--- src/rtl/nfc_pkg.sv ---
// nfc_pkg
//   Shared definitions for the NAND flash controller ready/busy path:
//   default configuration widths and the ready/busy monitor FSM encoding.
//   No ports (package).
package nfc_pkg;

  // Default width of the tWB wait configuration field.
  localparam int TWB_W_DEF = 8;
  // Default width of the busy-timeout counter/configuration.
  localparam int TO_W_DEF  = 20;

  // Ready/busy monitor states.
  typedef enum logic [2:0] {
    ST_IDLE = 3'd0,
    ST_TWB  = 3'd1,
    ST_BUSY = 3'd2,
    ST_DONE = 3'd3,
    ST_TMO  = 3'd4,
    ST_GAP  = 3'd5
  } nfc_state_t;

endpackage

--- src/rtl/nfc_sync2.sv ---
// nfc_sync2
//   Generic 2-flop synchronizer for asynchronous level inputs. The reset
//   value is a parameter so the synchronized output starts in the state the
//   consumer treats as benign.
// Ports
//   clk    in   1      destination clock
//   rst_n  in   1      asynchronous, active-low reset
//   d      in   WIDTH  asynchronous input
//   q      out  WIDTH  synchronized output (2-cycle latency)
module nfc_sync2 #(
  parameter int               WIDTH   = 1,
  parameter logic [WIDTH-1:0] RST_VAL = '0
) (
  input  logic             clk,
  input  logic             rst_n,
  input  logic [WIDTH-1:0] d,
  output logic [WIDTH-1:0] q
);

  logic [WIDTH-1:0] meta;

  always_ff @(posedge clk or negedge rst_n) begin
    if (!rst_n) begin
      meta <= RST_VAL;
      q    <= RST_VAL;
    end else begin
      meta <= d;
      q    <= meta;
    end
  end

endmodule

--- src/rtl/nfc_rb_monitor.sv ---
// nfc_rb_monitor
//   clk_2x-domain NAND ready/busy monitor, feeding the clk_2x->clk pulse
//   synchronizer. After a command is issued it waits tWB, then debounces the
//   synchronized R/B# pin and emits exactly one ready_pulse (or, with the
//   timeout feature, timeout_pulse) per command. A mandatory quiet GAP after
//   every output pulse keeps pulses far enough apart for the slow domain.
//
// Handshake: start is a single-cycle strobe with no back-pressure; a start
//   seen outside IDLE is dropped and flagged by start_err one cycle later.
//   ready_pulse / timeout_pulse / start_err are single-cycle strobes with no
//   acknowledge.
//
// Configuration macro: NFC_RB_TIMEOUT_EN
//   defined   -> busy timeout counter active (to_cyc != 0 enables it)
//   undefined -> no timeout logic; timeout_pulse stays 0, to_cyc unused
//
// Ports
//   clk_2x         in   1      fast clock (2x system clk)
//   rst_n          in   1      asynchronous, active-low reset
//   start          in   1      command with busy phase issued (1-cycle)
//   twb_cyc        in   TWB_W  tWB wait in clk_2x cycles, sampled at start
//   to_cyc         in   TO_W   busy timeout in cycles, sampled at start; 0 = off
//   rb_n_pad       in   1      raw asynchronous R/B# pin (1 = ready)
//   ready_pulse    out  1      device returned ready (1-cycle)
//   timeout_pulse  out  1      busy exceeded to_cyc (1-cycle)
//   busy           out  1      accepted start through the pulse cycle
//   start_err      out  1      start received while not IDLE (1-cycle)
module nfc_rb_monitor
  import nfc_pkg::*;
#(
  parameter int TWB_W   = TWB_W_DEF,
  parameter int DEB_LEN = 4,
  parameter int GAP     = 4,
  parameter int TO_W    = TO_W_DEF
) (
  input  logic             clk_2x,
  input  logic             rst_n,
  input  logic             start,
  input  logic [TWB_W-1:0] twb_cyc,
  input  logic [TO_W-1:0]  to_cyc,
  input  logic             rb_n_pad,
  output logic             ready_pulse,
  output logic             timeout_pulse,
  output logic             busy,
  output logic             start_err
);

  localparam int DEB_W = $clog2(DEB_LEN + 1);

  logic             rb_s;
  nfc_sync2 #(.WIDTH(1), .RST_VAL(1'b1)) u_rb_sync (
    .clk   (clk_2x),
    .rst_n (rst_n),
    .d     (rb_n_pad),
    .q     (rb_s)
  );

  nfc_state_t       state;
  // cnt is shared: tWB countdown in TWB, quiet-period countdown in GAP.
  logic [TWB_W-1:0] cnt;
  logic [DEB_W-1:0] deb;
  logic             to_expire;

`ifdef NFC_RB_TIMEOUT_EN
  logic [TO_W-1:0]  to_cnt;

  // Expiry is taken on the BUSY cycle that would bring to_cnt to 0, so a
  // to_cyc of N yields the timeout after exactly N BUSY cycles.
  assign to_expire = (state == ST_BUSY) && (to_cnt == TO_W'(1));

  always_ff @(posedge clk_2x or negedge rst_n) begin
    if (!rst_n) begin
      to_cnt <= '0;
    end else if (state == ST_IDLE && start) begin
      to_cnt <= to_cyc;
    end else if (state == ST_BUSY && to_cnt != '0) begin
      to_cnt <= to_cnt - 1'b1;
    end
  end
`else
  logic unused_to_cyc;
  assign unused_to_cyc = ^to_cyc;
  assign to_expire     = 1'b0;
`endif

  always_ff @(posedge clk_2x or negedge rst_n) begin
    if (!rst_n) begin
      state         <= ST_IDLE;
      cnt           <= '0;
      deb           <= '0;
      ready_pulse   <= 1'b0;
      timeout_pulse <= 1'b0;
      busy          <= 1'b0;
      start_err     <= 1'b0;
    end else begin
      start_err     <= start && (state != ST_IDLE);
      ready_pulse   <= 1'b0;
      timeout_pulse <= 1'b0;
      case (state)
        ST_IDLE: begin
          if (start) begin
            busy  <= 1'b1;
            deb   <= '0;
            cnt   <= twb_cyc;
            state <= (twb_cyc == '0) ? ST_BUSY : ST_TWB;
          end
        end
        ST_TWB: begin
          // rb_s is not trusted yet: the device may not have pulled R/B# low.
          if (cnt <= TWB_W'(1)) state <= ST_BUSY;
          else                  cnt   <= cnt - 1'b1;
        end
        ST_BUSY: begin
          // Ready is tested first so it wins over a same-cycle timeout.
          if (deb == DEB_W'(DEB_LEN)) begin
            state       <= ST_DONE;
            ready_pulse <= 1'b1;
          end else if (to_expire) begin
            state         <= ST_TMO;
            timeout_pulse <= 1'b1;
          end else if (rb_s) begin
            deb <= deb + 1'b1;
          end else begin
            deb <= '0;
          end
        end
        ST_DONE, ST_TMO: begin
          // The pulse is high during this cycle; busy drops with it.
          busy  <= 1'b0;
          cnt   <= TWB_W'(GAP);
          state <= ST_GAP;
        end
        ST_GAP: begin
          if (cnt <= TWB_W'(1)) state <= ST_IDLE;
          else                  cnt   <= cnt - 1'b1;
        end
        default: state <= ST_IDLE;
      endcase
    end
  end

endmodule

--- config.mk ---
export PLATFORM = sky130hd
export DESIGN_NAME = nfc_rb_monitor
export DESIGN_NICKNAME = d
export VERILOG_FILES = /design/src/rtl/nfc_pkg.sv /design/src/rtl/nfc_sync2.sv /design/src/rtl/nfc_rb_monitor.sv
export SDC_FILE = /design/constraint.sdc
export NUM_CORES = 1
export LEC_CHECK = 0
export CAP_MARGIN = 20
export CORE_MARGIN = 8
export CORE_UTILIZATION = 41
export DETAILED_ROUTE_END_ITERATION = 7
export PLACE_DENSITY = 0.81
export SKIP_LAST_GASP = 1
export SLEW_MARGIN = 10
export SYNTH_ARGS = -nofsm -noshare
export SYNTH_HDL_FRONTEND = slang
export SYNTH_SLANG_ARGS = --single-unit
--- constraint.sdc ---
create_clock -name clk_2x -period 2.19 [get_ports clk_2x]
set_clock_uncertainty 0.1 [all_clocks]
set_input_delay 0.438 -clock clk_2x [delete_from_list [all_inputs] [get_ports clk_2x]]
set_output_delay 0.438 -clock clk_2x [all_outputs]
set_load 0.01 [all_outputs]
Word-level counts from Yosys, hierarchy flattened
Index checks and enable logic that the tools add are counted.

Register bits after elaboration: 19. Latch bits: 0. Memory bits (writable): 0. ROM bits: 0. Word-level logic and storage cells: 53. Memories: 0.

Add/sub/neg operators: 2. Multipliers: 0. Div/mod/pow operators: 0. Order comparisons: 1. Equal/unequal tests: 12. Shifts and indexed selects: 0. Muxes and demuxes: 17. Bitwise logic cells: 0. Reductions and logical operators: 13.

Operators by type and width (count): $pmux W8 S3 (1); $mux W3 (7); $mux W8 (2); $pmux W3 S5 (1); $ne A2 B2 Y1 const B (6); $eq A3 B3 Y1 const B (3); $le A8 B1 Y1 const B (1); $logic_not A8 Y1 (1); $sub A8 B1 Y8 const B (1); $eq A3 B2 Y1 const B (2); $pmux W3 S2 (1); $reduce_and A3 Y1 (2); $reduce_bool A3 Y1 (2); $reduce_and A4 Y1 (1); $reduce_bool A2 Y1 (2); $reduce_or A2 Y1 (2); $add A3 B1 Y3 const B (1); $eq A3 B1 Y1 const B (1); $logic_not A3 Y1 (1); $mux W1 (3); $mux W2 (1); $pmux W1 S2 (1); $reduce_and A2 Y1 (1); $logic_and A1 B1 Y1 (1).

Depth between registers and ports, before layout
Gate-level depths: netlist (run 1).

Depth in word-level cells: 4. Mapped depth: 7. Mapped depth without buffers: 6.

Hierarchy
Synthesis (run 1) repeated with hierarchy kept, for this count alone.

Cells, all modules: 120. Area, all modules: 1112.3 um^2.

Modules (own cells, without submodules): nfc_rb_monitor (times used 1, cells an instance 118, area each 1059.8 um^2, seq. area each 425.4 um^2); nfc_sync2 (times used 1, cells an instance 2, area each 52.6 um^2, seq. area each 52.6 um^2).

Worst setup path before layout (run 1)
OpenSTA, ideal clock, no wires.

Path kind: flip-flop to flip-flop. Start: register cnt[4]. End: register cnt[1]. Setup time: 0.125 ns. Arrival time: 1.848 ns. Required time: 1.965 ns. Path slack: 0.117 ns. Cell stages (with the launch flop): 6. Path buffers: 1. Cells stage by stage: dfrtp_1 -> or4_4 -> nor4_4 -> or2_1 -> buf_6 -> mux2_4.

Word-level cells in the longest chain between the ends: 3.

RTL lines: start, declared (RTL line nfc_rb_monitor.sv:60) `logic [TWB_W-1:0] cnt;`; start signal, assigned (RTL line nfc_rb_monitor.sv:104) `cnt <= twb_cyc;`; start signal, assigned (RTL line nfc_rb_monitor.sv:111) `else cnt <= cnt - 1'b1;`; start signal, assigned (RTL line nfc_rb_monitor.sv:130) `cnt <= TWB_W'(GAP);`; $le A8 B1 Y1 (RTL line nfc_rb_monitor.sv:110, nfc_rb_monitor.sv:134); $ne A2 B2 Y1 (no line); $reduce_and A3 Y1 (no line).

No other way between the ends. A chain may end at the register's enable or synchronous reset.

Final worst setup path (run 1)
Start: register cnt[0]. End: register cnt[0].

Word-level cells in the longest chain between the ends: 3.

RTL lines: $sub A8 B1 Y8 / $le A8 B1 Y1 (equally long branches); $mux W8 / $ne A2 B2 Y1 (equally long branches); $pmux W8 S3 / $reduce_and A3 Y1 (equally long branches).

Parallel ways exist; a longest one is shown, timed or not. The select of a mux whose other input is x is not followed.

==> run metrics, run 1 <==
status=complete, no violations; Inserted Clock Buffers=3; Final Slew Violations=0; final wirelength=2870 µm; Yosys reg bits=19; Setup-failing EPs final=0; share of the synthesized area in the top cell type=36.9%; Synth Instances=roughly 130; CP endpoint kind=flip-flop; unrepaired setup endpoints after global routing=no; clk buf depth=2; hpwl dp=roughly 2200 µm; Top FF cell, synth=dfrtp_1; most common cell after layout, fill and taps aside=dfrtp_1; Core ar.=2710 µm²; first-pass GRT wire length=5150 µm; vias in the first global route=approximately 1,100; H-tree depth=1; cell area after synthesis=1150 µm²; YS warnings=0; share of post-route cells with drive strength above 1=about 15%; latest clock arrival within the worst-skew pair=about 0.31 ns; Unique masters post-synth=48; drt first pass iters=4; CTS tree=done; register area share after synthesis=41.4%; I/O pin count=36; crit path kind=reg2reg; Sinks on Clock Net=19; most frequent cells in the layout=dfrtp_1, clkdlybuf4s50_1, o21ai_0; worst setup margin=0.191 ns; top cells by area, synth=dfrtp_1, o21ai_0, dfstp_2; worst vdd ir=765 µV; Crit Path Max Fanout=6; Post-synth EDFFs=0; CP required=2.28 ns; # fillers=264; Initial DRC Count=73; # DRC=0; Hold Path Class=reg2reg; Synth area leader=dfrtp_1; Inst Count DP=around 170; ys async rst share=between 90% and 100%; Synth Area per Inst=9.23 µm²; DIE HEIGHT=69.0 µm; Worst-path clk slew=between 0.1 and 0.15 ns; crit path launch type=flip-flop; GRT Util Overall=12.4%; area growth from synthesis to layout=20.4%; PostCTS Resize Cnt=0; power density over the cells=1330 nW/µm²; PortBufs=14; fin crit share=91.3%; leakage power=0.585 nW; Detail Route Antenna Nets=0; Hold Slack=0.266 ns; vias after detailed routing=between 1,000 and 1,500; gpl congestion=0.892; worst path arrival time=approximately 2.1 ns; Setup TNS=0 ns; antenna cells=0; initial core utilization=about 43%; Cell Rows=19; final cell count without fillers=~180; routed len/inst=16.2 µm; hold_buf cts=0; Die W=69.0 µm; Post-CTS Setup Bufs=0; die area=4770 µm²; Final #Nets=approximately 180; Worst slew margin=52.5%; Least-Margin Pin Slew=0.705 ns; max cap viols=0; Setup Slack @ Placement=about 0.19 ns; syn nets=around 160; Hold Fails Final Rpt=0; largest net degree at the start of global routing=16; initial antenna violation count=0; Root Driver=clkbuf_4; routed vias/inst=6.01; Highest Clock Rate=0.500 GHz; GRT overflow=0; Final min period=2.00 ns
==> power by group <==
| group | switching, W | internal (W) | leakage [nW] |
|---|---|---|---|
| Combinational | 0.000593 | 0.000469 | 0.335 |
| Sequential | 0.000118 | 0.000478 | 0.236 |
| Clock | 0.000126 | 0.0000698 | 0.0139 |
| Total | 0.000837 | 0.00102 | 0.585 |
==> stage by stage <==
stage	total power (W)	area [µm²]	util [%]
floorplan	0.00136	1150	-
global placement	0.00160	1360	50.1
detailed placement	0.00165	1360	50.1
CTS	0.00186	1390	51.2
global route	0.00203	1390	51.2
finish	0.00185	1390	51.2
==> cells by family after synthesis <==
kind of cell	Yosys count	synth area share, %
simple gates	45	23.2
compound gates	42	23.5
flops	19	41.4
buf+inv	13	5.86
fa+ha+maj	4	4.34
mux	1	1.30
other cells	1	0.325
==> layout make-up <==
type	instances	area, µm²	share of cell area (%)
Timing Repair Buffer	23	208	15.0
Sequential cell	19	478	34.4
Inverter	7	26.3	1.89
Tap cell	31	38.8	2.79
Clock inverter	1	7.51	0.541
Clock buffer	3	22.5	1.62
Multi-Input combinational cell	93	608	43.8
==> path summary, 6_finish.rpt <==
check	endpoint	slack, ns	start	cells past startpoint
max in group asynchronous	cnt[6]$_DFFE_PN0P_	1.18	rst_n	2
min in group asynchronous	state[1]$_DFFE_PN0P_	0.31	rst_n	1
hold reg to reg	u_rb_sync.q$_DFF_PN1_	0.27	u_rb_sync.meta$_DFF_PN1_	0
setup reg to reg	cnt[0]$_DFFE_PN0P_	0.19	cnt[0]$_DFFE_PN0P_	7
hold / removal	u_rb_sync.q$_DFF_PN1_	0.27	u_rb_sync.meta$_DFF_PN1_	0
setup / recovery	cnt[0]$_DFFE_PN0P_	0.19	cnt[0]$_DFFE_PN0P_	7
==> routing by layer <==
layer | vias up | wire (µm) | GRT usage, %
met5 | - | 0 | 0
met4 | 0 | 0 | 2.73
met3 | 0 | 188 | 4.86
met2 | 35 | 1470 | 21.3
met1 | 519 | 1210 | 14.1
li1 | 509 | - | -
==> critical path, stage by stage (launching register included) <==
cell,delay [ns]
dfrtp_1,0.44
inv_1,0.11
ha_1,0.28
nor2_1,0.27
nor4_4,0.06
buf_4,0.16
a2111oi_0,0.39
a21oi_1,0.08
==> cell usage after synthesis (all sizes together) (2+ instances only) <==
cell type   n
a22oi       2
or4         2
o31ai       2
clkbuf      3
o21a        2
nand2       8
o21ai      13
a21boi      2
nand2b      3
a31oi       2
buf         3
dfrtp      17
inv         7
nor4        3
nor3        4
dfstp       2
ha          4
nor2       10
nand4       4
a21oi       8
or2         2
==> registers in the layout (all words and copies together), names as in the netlist <==
register / flops
cnt: 8
deb: 3
state: 3
busy: 1
ready_pulse: 1
start_err: 1
u_rb_sync.meta: 1
u_rb_sync.q: 1
Note: power is estimated with default switching activity, not from simulation.
==> run 2, diff against run 1 <==
--- a/config.mk
+++ b/config.mk
@@ -9,6 +9,7 @@
 export CORE_MARGIN = 8
 export CORE_UTILIZATION = 41
 export DETAILED_ROUTE_END_ITERATION = 7
+export GPL_TIMING_DRIVEN = 0
 export PLACE_DENSITY = 0.81
 export SKIP_LAST_GASP = 1
 export SLEW_MARGIN = 10
==> run 2 against run 1 <==
Effect of this change: clock power down 6%; critical path depth shrank 2; worst hold slack better by 0.0030 ns; sequential power is 0.8% higher; worst setup slack lost 0.087 ns; non-clock buffer count fell by 2; sequential cell count unchanged; power decreased by 0.83%.
==> run metrics, run 2 (synthesis results as in run 1) <==
Detail Route Antenna Nets=0; Final min period=2.09 ns; status=complete, no violations; Tot Pwr=between 0.0015 and 0.002 W; unrepaired setup endpoints after global routing=no; drt first pass iters=4; area of the multi-input gates=approximately 600 µm²; gpl congestion=0.890; power density over the cells=1340 nW/µm²; final cell count without fillers=between 150 and 200; worst r2r path cells=5; max FFs per register=8; P_sw=0.000832 W; Cell Rows=19; initial antenna violation count=0; Hold Fails Final Rpt=0; Biggest register=cnt; Highest Clock Rate=0.479 GHz; clk buf depth=2; # fillers=~270; vias in the first global route=around 1,100; Root Driver=clkbuf_4; PortBufs=14; GRT Util Overall=11.6%; RR Startpoint=cnt[4]$_DFFE_PN0P_; Final Slew Violations=0; worst setup path end=cnt[1]$_DFFE_PN0P_; Worst setup startpoint=cnt[4]$_DFFE_PN0P_; crit path launch type=flip-flop; Core ar.=~2700 µm²; routed len/inst=between 15 and 20 µm; RR Endpoint=cnt[1]$_DFFE_PN0P_; Sw Ratio=45.3%; first-pass GRT wire length=4800 µm; crit path kind=reg2reg; combinational power share=a little under three fifths; R2R Setup Slk=0.10 ns; area growth from synthesis to layout=19.3%; Clk pwr share=around 10%; routed vias/inst=5.98; register share of total power=32.7%; Inserted Clock Buffers=3; initial core utilization=42.6%; Inst Count DP=170; max cap viols=0; GRT overflow=0; largest net degree at the start of global routing=20; leakage power=0.569 nW; Setup-failing EPs final=0; storage element area=478 µm²; final wirelength=2820 µm; hpwl dp=2100 µm; I/O pin count=36; CTS tree=done; Crit Path Max Fanout=8; Setup TNS=0 ns; Sinks on Clock Net=19; Worst slew margin=44.2%; Top Registers=cnt: 8 flops, deb: 3 flops, state: 3 flops; DP Area=approximately 1300 µm²; Worst-path clk slew=approximately 0.11 ns; antenna cells=0; # DRC=0; CP required=~2.3 ns; hold_buf cts=0; share of post-route cells with drive strength above 1=12.5%; Die W=69.0 µm; worst vdd ir=787 µV; design area=1380 µm²; Initial DRC Count=97; worst setup margin=between 0.1 and 0.15 ns; latest clock arrival within the worst-skew pair=~0.3 ns; vias after detailed routing=1,047; CP endpoint kind=flip-flop; Pint=0.00101 W; DIE HEIGHT=69.0 µm; worst path arrival time=2.19 ns; die area=4770 µm²; Setup Slack @ Placement=-0.270 ns; most common cell after layout, fill and taps aside=dfrtp_1; H-tree depth=1; most frequent cells in the layout=dfrtp_1, clkdlybuf4s50_1, o21ai_0; Final #Nets=181; Hold Path Class=reg2reg; Least-Margin Pin Slew=0.835 ns; fin crit share=a little over nine tenths
run 2: layout make-up:
cell class                 instances  share of cell area (%)
sequential                        19                    34.7
clock buffer                       4                    1.91
inverter                           7                    1.91
timing repair buffer              15                    10.7
multi-input combinational         93                    44.9
buffer                             6                    3.00
tap                               31                    2.82
run 2: how the worst min path moves through the flow:
stage,startpoint,end,slack (ns),cells past startpoint
finish,u_rb_sync.meta$_DFF_PN1_,u_rb_sync.q$_DFF_PN1_,0.27,0
detailed placement,u_rb_sync.meta$_DFF_PN1_,u_rb_sync.q$_DFF_PN1_,0.26,0
global route,u_rb_sync.meta$_DFF_PN1_,u_rb_sync.q$_DFF_PN1_,0.28,0
global placement,u_rb_sync.meta$_DFF_PN1_,u_rb_sync.q$_DFF_PN1_,0.25,0
floorplan,rst_n,busy$_DFFE_PN0P_,0.04,0
CTS,u_rb_sync.meta$_DFF_PN1_,u_rb_sync.q$_DFF_PN1_,0.27,0
run 2: what timing repair did:
item,CTS,global route
pin swaps,1,0
setup buffers,1,0
cloned,0,0
resized for setup,0,2
endpoints found under the setup margin,1,2
hold endpoints to repair,0,0
run 2: power by group through the flow:
stage | Combinational (W) | Sequential [W] | Clock [W]
global placement | 0.000991 | 0.000590 | 0
detailed placement | 0.00103 | 0.000600 | 0
finish | 0.00105 | 0.000601 | 0.000183
CTS | 0.00103 | 0.000594 | 0.000195
global route | 0.00116 | 0.000615 | 0.000208
floorplan | 0.000786 | 0.000573 | 0
run 2: layer usage:
layer / routed length [µm] / GRT usage (%) / share of wire [%]
met1: 1210 / 13.2 / 43
met2: 1420 / 19.9 / 50
met3: 181 / 3.86 / 6.4
met5: 0 / 0 / 0
met4: 19 / 3.19 / 0.67
run 2: worst max-delay path, stage by stage (launching register included):
cell and delay [ns]:
dfrtp_1 0.46, or4_4 0.60, nor4_4 0.24, or2_1 0.15, buf_6 0.13, mux2_4 0.29
run 2: metrics by stage:
| stage | util (%) | hold WS, ns |
|---|---|---|
| 3_5_place_dp | 49.2 | 0.257 |
| 6_report | 50.8 | 0.269 |
| 5_1_grt | 50.8 | 0.278 |
| 3_3_place_gp | 49.2 | 0.252 |
| 2_1_floorplan | - | 0.0424 |
| 4_1_cts | 50.4 | 0.274 |
==> run 3, diff against run 2 <==
--- a/config.mk
+++ b/config.mk
@@ -12,7 +12,7 @@
 export GPL_TIMING_DRIVEN = 0
 export PLACE_DENSITY = 0.81
 export SKIP_LAST_GASP = 1
-export SLEW_MARGIN = 10
+export SLEW_MARGIN = 20
 export SYNTH_ARGS = -nofsm -noshare
 export SYNTH_HDL_FRONTEND = slang
 export SYNTH_SLANG_ARGS = --single-unit
==> results of run 3 <==
Final layout, timing and power as in run 2 (identical DEF).
